**src/rtl/bomb_control.sv**
```systemverilog
// Bomb placement/fuse/explosion controller for a Bomberman-style VGA game.
// Latches the tile under the player's hitbox, times fuse and explosion, and draws both.
module bomb_control #(
  parameter int FUSE_TICKS = 150000000,
  parameter int EXP_TICKS  = 37500000
) (
  input  logic       clk,
  input  logic       reset,
  input  logic       place,
  input  logic       gameover,
  input  logic [9:0] x_b,
  input  logic [9:0] y_b,
  input  logic [9:0] x,
  input  logic [9:0] y,
  output logic       bomb_active,
  output logic       exp_active,
  output logic [9:0] bomb_x,
  output logic [9:0] bomb_y,
  output logic       bomb_on,
  output logic       exp_on,
  output logic       bomb_done,
  output logic [1:0] dbg_state
);

  localparam logic [1:0] S_IDLE    = 2'd0;
  localparam logic [1:0] S_FUSE    = 2'd1;
  localparam logic [1:0] S_EXPLODE = 2'd2;

  localparam logic [27:0] FUSE_LAST = 28'(FUSE_TICKS - 1);
  localparam logic [27:0] EXP_LAST  = 28'(EXP_TICKS - 1);

  logic [1:0]  state;
  logic [27:0] counter;
  logic        place_q;
  logic        place_edge;
  logic [9:0]  col_px;
  logic [9:0]  row_px;
  logic [9:0]  tile_x;
  logic [9:0]  tile_y;

  assign place_edge = place & ~place_q;

  // Hitbox centre snapped to the 16-pixel grid of the arena (origin 48,32).
  assign col_px = x_b + 10'd8 - 10'd48;
  assign row_px = y_b + 10'd17 - 10'd32;
  assign tile_x = 10'd48 + (col_px & 10'h3F0);
  assign tile_y = 10'd32 + (row_px & 10'h3F0);

  always_ff @(posedge clk or negedge reset) begin
    if (!reset) begin
      state     <= S_IDLE;
      counter   <= '0;
      place_q   <= 1'b0;
      bomb_x    <= 10'd48;
      bomb_y    <= 10'd32;
      bomb_done <= 1'b0;
    end else begin
      place_q   <= place;
      bomb_done <= 1'b0;
      case (state)
        S_FUSE: begin
          if (gameover) begin
            state   <= S_IDLE;
            counter <= '0;
          end else if (counter == FUSE_LAST) begin
            state   <= S_EXPLODE;
            counter <= '0;
          end else begin
            counter <= counter + 28'd1;
          end
        end
        S_EXPLODE: begin
          if (gameover) begin
            state   <= S_IDLE;
            counter <= '0;
          end else if (counter == EXP_LAST) begin
            state     <= S_IDLE;
            counter   <= '0;
            bomb_done <= 1'b1;
          end else begin
            counter <= counter + 28'd1;
          end
        end
        default: begin
          counter <= '0;
          if (place_edge && !gameover) begin
            state  <= S_FUSE;
            bomb_x <= tile_x;
            bomb_y <= tile_y;
          end
        end
      endcase
    end
  end

  assign bomb_active = (state == S_FUSE);
  assign exp_active  = (state == S_EXPLODE);
  assign dbg_state   = state;

  // 11-bit compares keep the cross arms from wrapping past pixel 0 or 1023.
  logic [10:0] px, py, bx, by;
  logic        in_tile_x, in_tile_y, in_arm_x, in_arm_y, in_arena;

  assign px = {1'b0, x};
  assign py = {1'b0, y};
  assign bx = {1'b0, bomb_x};
  assign by = {1'b0, bomb_y};

  assign in_tile_x = (px >= bx) && (px <= bx + 11'd15);
  assign in_tile_y = (py >= by) && (py <= by + 11'd15);
  assign in_arm_x  = (px + 11'd16 >= bx) && (px <= bx + 11'd31);
  assign in_arm_y  = (py + 11'd16 >= by) && (py <= by + 11'd31);
  assign in_arena  = (x >= 10'd48) && (x <= 10'd575) && (y >= 10'd32) && (y <= 10'd447);

  assign bomb_on = bomb_active & in_tile_x & in_tile_y;
  assign exp_on  = exp_active & in_arena &
                   ((in_arm_x & in_tile_y) | (in_tile_x & in_arm_y));

endmodule

```
**config.mk**
```make
export PLATFORM = sky130hd
export DESIGN_NAME = bomb_control
export DESIGN_NICKNAME = d
export VERILOG_FILES = /design/src/rtl/bomb_control.sv
export SDC_FILE = /design/constraint.sdc
export NUM_CORES = 1
export LEC_CHECK = 0
export CORE_MARGIN = 5
export CORE_UTILIZATION = 35
export DETAILED_ROUTE_END_ITERATION = 10
export GPL_ROUTABILITY_DRIVEN = 0
export PLACE_DENSITY = 0.59
export SKIP_CTS_REPAIR_TIMING = 1
export SLEW_MARGIN = 25
export SYNTH_ARGS = -nofsm -noshare
export SYNTH_HDL_FRONTEND = slang
export SYNTH_SLANG_ARGS = --single-unit
```
**constraint.sdc**
```tcl
create_clock -name clk -period 2.55 [get_ports clk]
set_clock_uncertainty 0.1 [all_clocks]
set_input_delay 0.51 -clock clk [delete_from_list [all_inputs] [get_ports clk]]
set_output_delay 0.51 -clock clk [all_outputs]
set_load 0.02 [all_outputs]
```
==> impl_results.md <==
- Total grt overflow: 0
- Fin crit share: 119%
- Logic pwr share: approximately three fifths
- Yosys warns: 0
- Sequential power share: between 20% and 30%
- CP Class: flip-flop to output pin
- Fillers: just under 1000
- Status: finished with violations
- PnR worst setup slack: -476 ps
- Dpl hpwl: between 7000 and 8000 µm
- Clock power frac: a little over an eighth
- Layout cells sized above 1: a little under a quarter
- Worst setup SP type: flip-flop
- Max Fanout on Critical Path: 4
- Ys async rst share: 100%
- Slew @ Worst Pin: around 600 ps
- Met3 Track Usage GR: 2.53%
- EDFF count, synth: 0
- Final hold violations: 0
- Antenna diode count: 0
- Area grow syn2layout: 43.3%
- Wire per inst: ~13 µm
- Final Core Density: 51.1%
- Buffers on Ports: a little under 60
- Initial antenna violation count: 0
- Most common cell in the netlist: ha_1
- Synth top area cells: dfrtp_1, ha_1, xor2_1
- Via-to-Cell Ratio: around 5.0
- Mapped Cells: slightly above 400
- Setup crit end kind: output pin
- Sw power: 0.00134 W
- CP Data Arrival Time: about 2400 ps
- Vias in the first global route: 3471
- Fin cells: approximately 680
- CTS H-tree lvls: 2
- I/O pin total: 71
- First-pass GRT wire length: between 15000 and 20000 µm
- Clk buf depth: 2
- RSZ-0062 raised after global routing: yes
- Setup violators final: 2
- Required @ worst endpoint: a little under 2000 ps
- Setup_tns: -773 ps
- Hold slack final: 37.1 ps
- Storage cell area: roughly 0.0011 mm²
- Max-cap violations: 0
- Mapped cell area: between 0.003 and 0.004 mm²
- Fin crit period: between 3000 and 4000 ps
- M2 GR Usage: 25.3%
- Clock Pin Slew Worst Setup and Hold Paths: around 80 ps
- Post-synth top area cell: dfrtp_1
- Area of placed instances: around 0.0049 mm²
- Iter 0 DRT Violations: ~160
- Worst skew pair latency: between 200 and 300 ps
- Synth Flop Type: dfrtp_1
- Met1 Track Usage GR: between 10% and 20%
- Slew headroom: around three fifths
- Max-slew violation count: 0
- LEAKAGE: between 2 and 2.5 nW
- #FFs+latches synth: 44
- Layout net count: 638
- Initial Util: between 30 and 40%
- Die Y: about 110 µm
- Syn Area/Cell: around 8.9 µm²
- Netlist cell types: 53
- Final Cell Area: 0.00525 mm²
- Sequential fraction of the synthesis area: a little under a third
- CTS root buf: clkbuf_8
- Hold WC Path Type: input pin to async pin
- Global Route Usage Sum: approximately 14%
- Largest net degree at the start of global routing: 29
- Core ar.: 0.0103 mm²
- Final wirelength: 9230 µm
- Gr busiest metal: met2
- P per Cell Area: a little under 700 mW/mm²
- FMAX: 0.331 GHz
- Post-Place Cells: 672
- Rows: 37
- Failing checks: setup timing
- CTS Buf Count: 5
- DRC violations left: 0
- Multi-input gate area: approximately 0.0025 mm²
- Sw frac: between 30% and 40%
- Via Count: between 3000 and 4000
- Power Internal: approximately 0.0022 W
- Drt pass-1 iters: 4
- Die Footprint: about 0.013 mm²
- Worst vdd ir: 313 µV
- CTS tree: done
- Clock Sink Count: between 40 and 50
- Die width: roughly 110 µm
- Antenna viol nets, final: 0
- Yosys top cell area share: between 20 and 30%
- Synth top cells by count: ha_1, dfrtp_1, nor2_1
## path summary, 6_finish.rpt
path                            cells past startpoint               endpoint             startpoint  slack [ps]
worst max-delay path                               11                 exp_on  bomb_x[4]$_DFFE_PN1P_        -480
worst min-delay path                                1   counter[8]$_DFF_PN0_                  reset          40
worst max register to register                      8  counter[24]$_DFF_PN0_   counter[0]$_DFF_PN0_         320
worst min register to register                      1   counter[0]$_DFF_PN0_   counter[0]$_DFF_PN0_         390
max in group asynchronous                           2  bomb_y[5]$_DFFE_PN1P_                  reset        1570
min in group clk                                    1   counter[0]$_DFF_PN0_   counter[0]$_DFF_PN0_         390
## state kept, by name, summed over array words and instances (netlist names)
| name | count |
|---|---|
| bomb_x | 6 |
| place_q | 1 |
| dbg_state | 2 |
| bomb_y | 6 |
| bomb_done | 1 |
| counter | 28 |
## routing by layer
layer  part of all wire (%)  up-vias  wire, µm
met5                      0        -         0
met2                     50       74      4580
met4                    1.2        0       112
met1                     45     1599      4170
li1                       -     1710         -
met3                    4.0       17       365
## power by group through the flow
stage / sequential (W) / clock, W / combinational [W]
after floorplan: 0.00106 / 0 / 0.000869
after global placement: 0.000908 / 0 / 0.00194
after detailed placement: 0.000912 / 0 / 0.00198
after CTS: 0.000898 / 0.000490 / 0.00198
after global routing: 0.000913 / 0.000517 / 0.00242
final: 0.000899 / 0.000472 / 0.00218
## through the flow
stage | setup slack (ps) | power, W
floorplan | -76.1 | 0.00193
global placement | -1070 | 0.00285
detailed placement | -1180 | 0.00289
CTS | -1190 | 0.00337
global route | -581 | 0.00386
finish | -476 | 0.00355
## area by class of cell
class	instances	share of cell area [%]
clock buffer	8	1.91
timing repair buffer	137	23.3
inverter	29	2.12
multi-input combinational	330	48.3
tap	136	3.24
sequential	44	21.1
## layout by cell type (no fill, tap or decap), types with 3 or more instances in the layout
master / count
dfrtp_1: 39
o211ai_1: 4
o21ai_1: 3
a21oi_1: 4
ha_4: 5
buf_6: 4
nor3b_1: 5
nand4_1: 11
nand2b_1: 3
and3_1: 7
xnor2_1: 27
dfstp_2: 3
o21ai_0: 17
nand2_1: 29
dlymetal6s2s_1: 12
nand3_1: 27
inv_1: 28
nor2_1: 40
nor4_1: 4
clkdlybuf4s50_1: 44
buf_4: 75
clkbuf_8: 7
xor2_1: 30
and4_1: 7
conb_1: 8
ha_1: 40
o21ai_2: 3
nor3_1: 6
## critical path, stage by stage (launching register included)
cell      delay, ps
dfstp_2         600
ha_4            150
nand3_2          70
xnor2_1         140
ha_1            310
o21ai_1          60
a32o_2          230
a41oi_2         180
a21oi_2          80
o211ai_1        100
o21ai_2          80
buf_6           130
## cells by family after synthesis
family	Yosys count	share of synthesized area [%]
muxes	4	1.16
AOI/OAI and AO/OA	52	9.12
DFF	44	30.2
xor gates and xnor gates	57	13.6
and+or+nand+nor	162	23.7
adders and majority gates	47	16.1
buffers and inverters	45	6.11
other	1	0.102
Note: power is estimated with default switching activity, not from simulation.
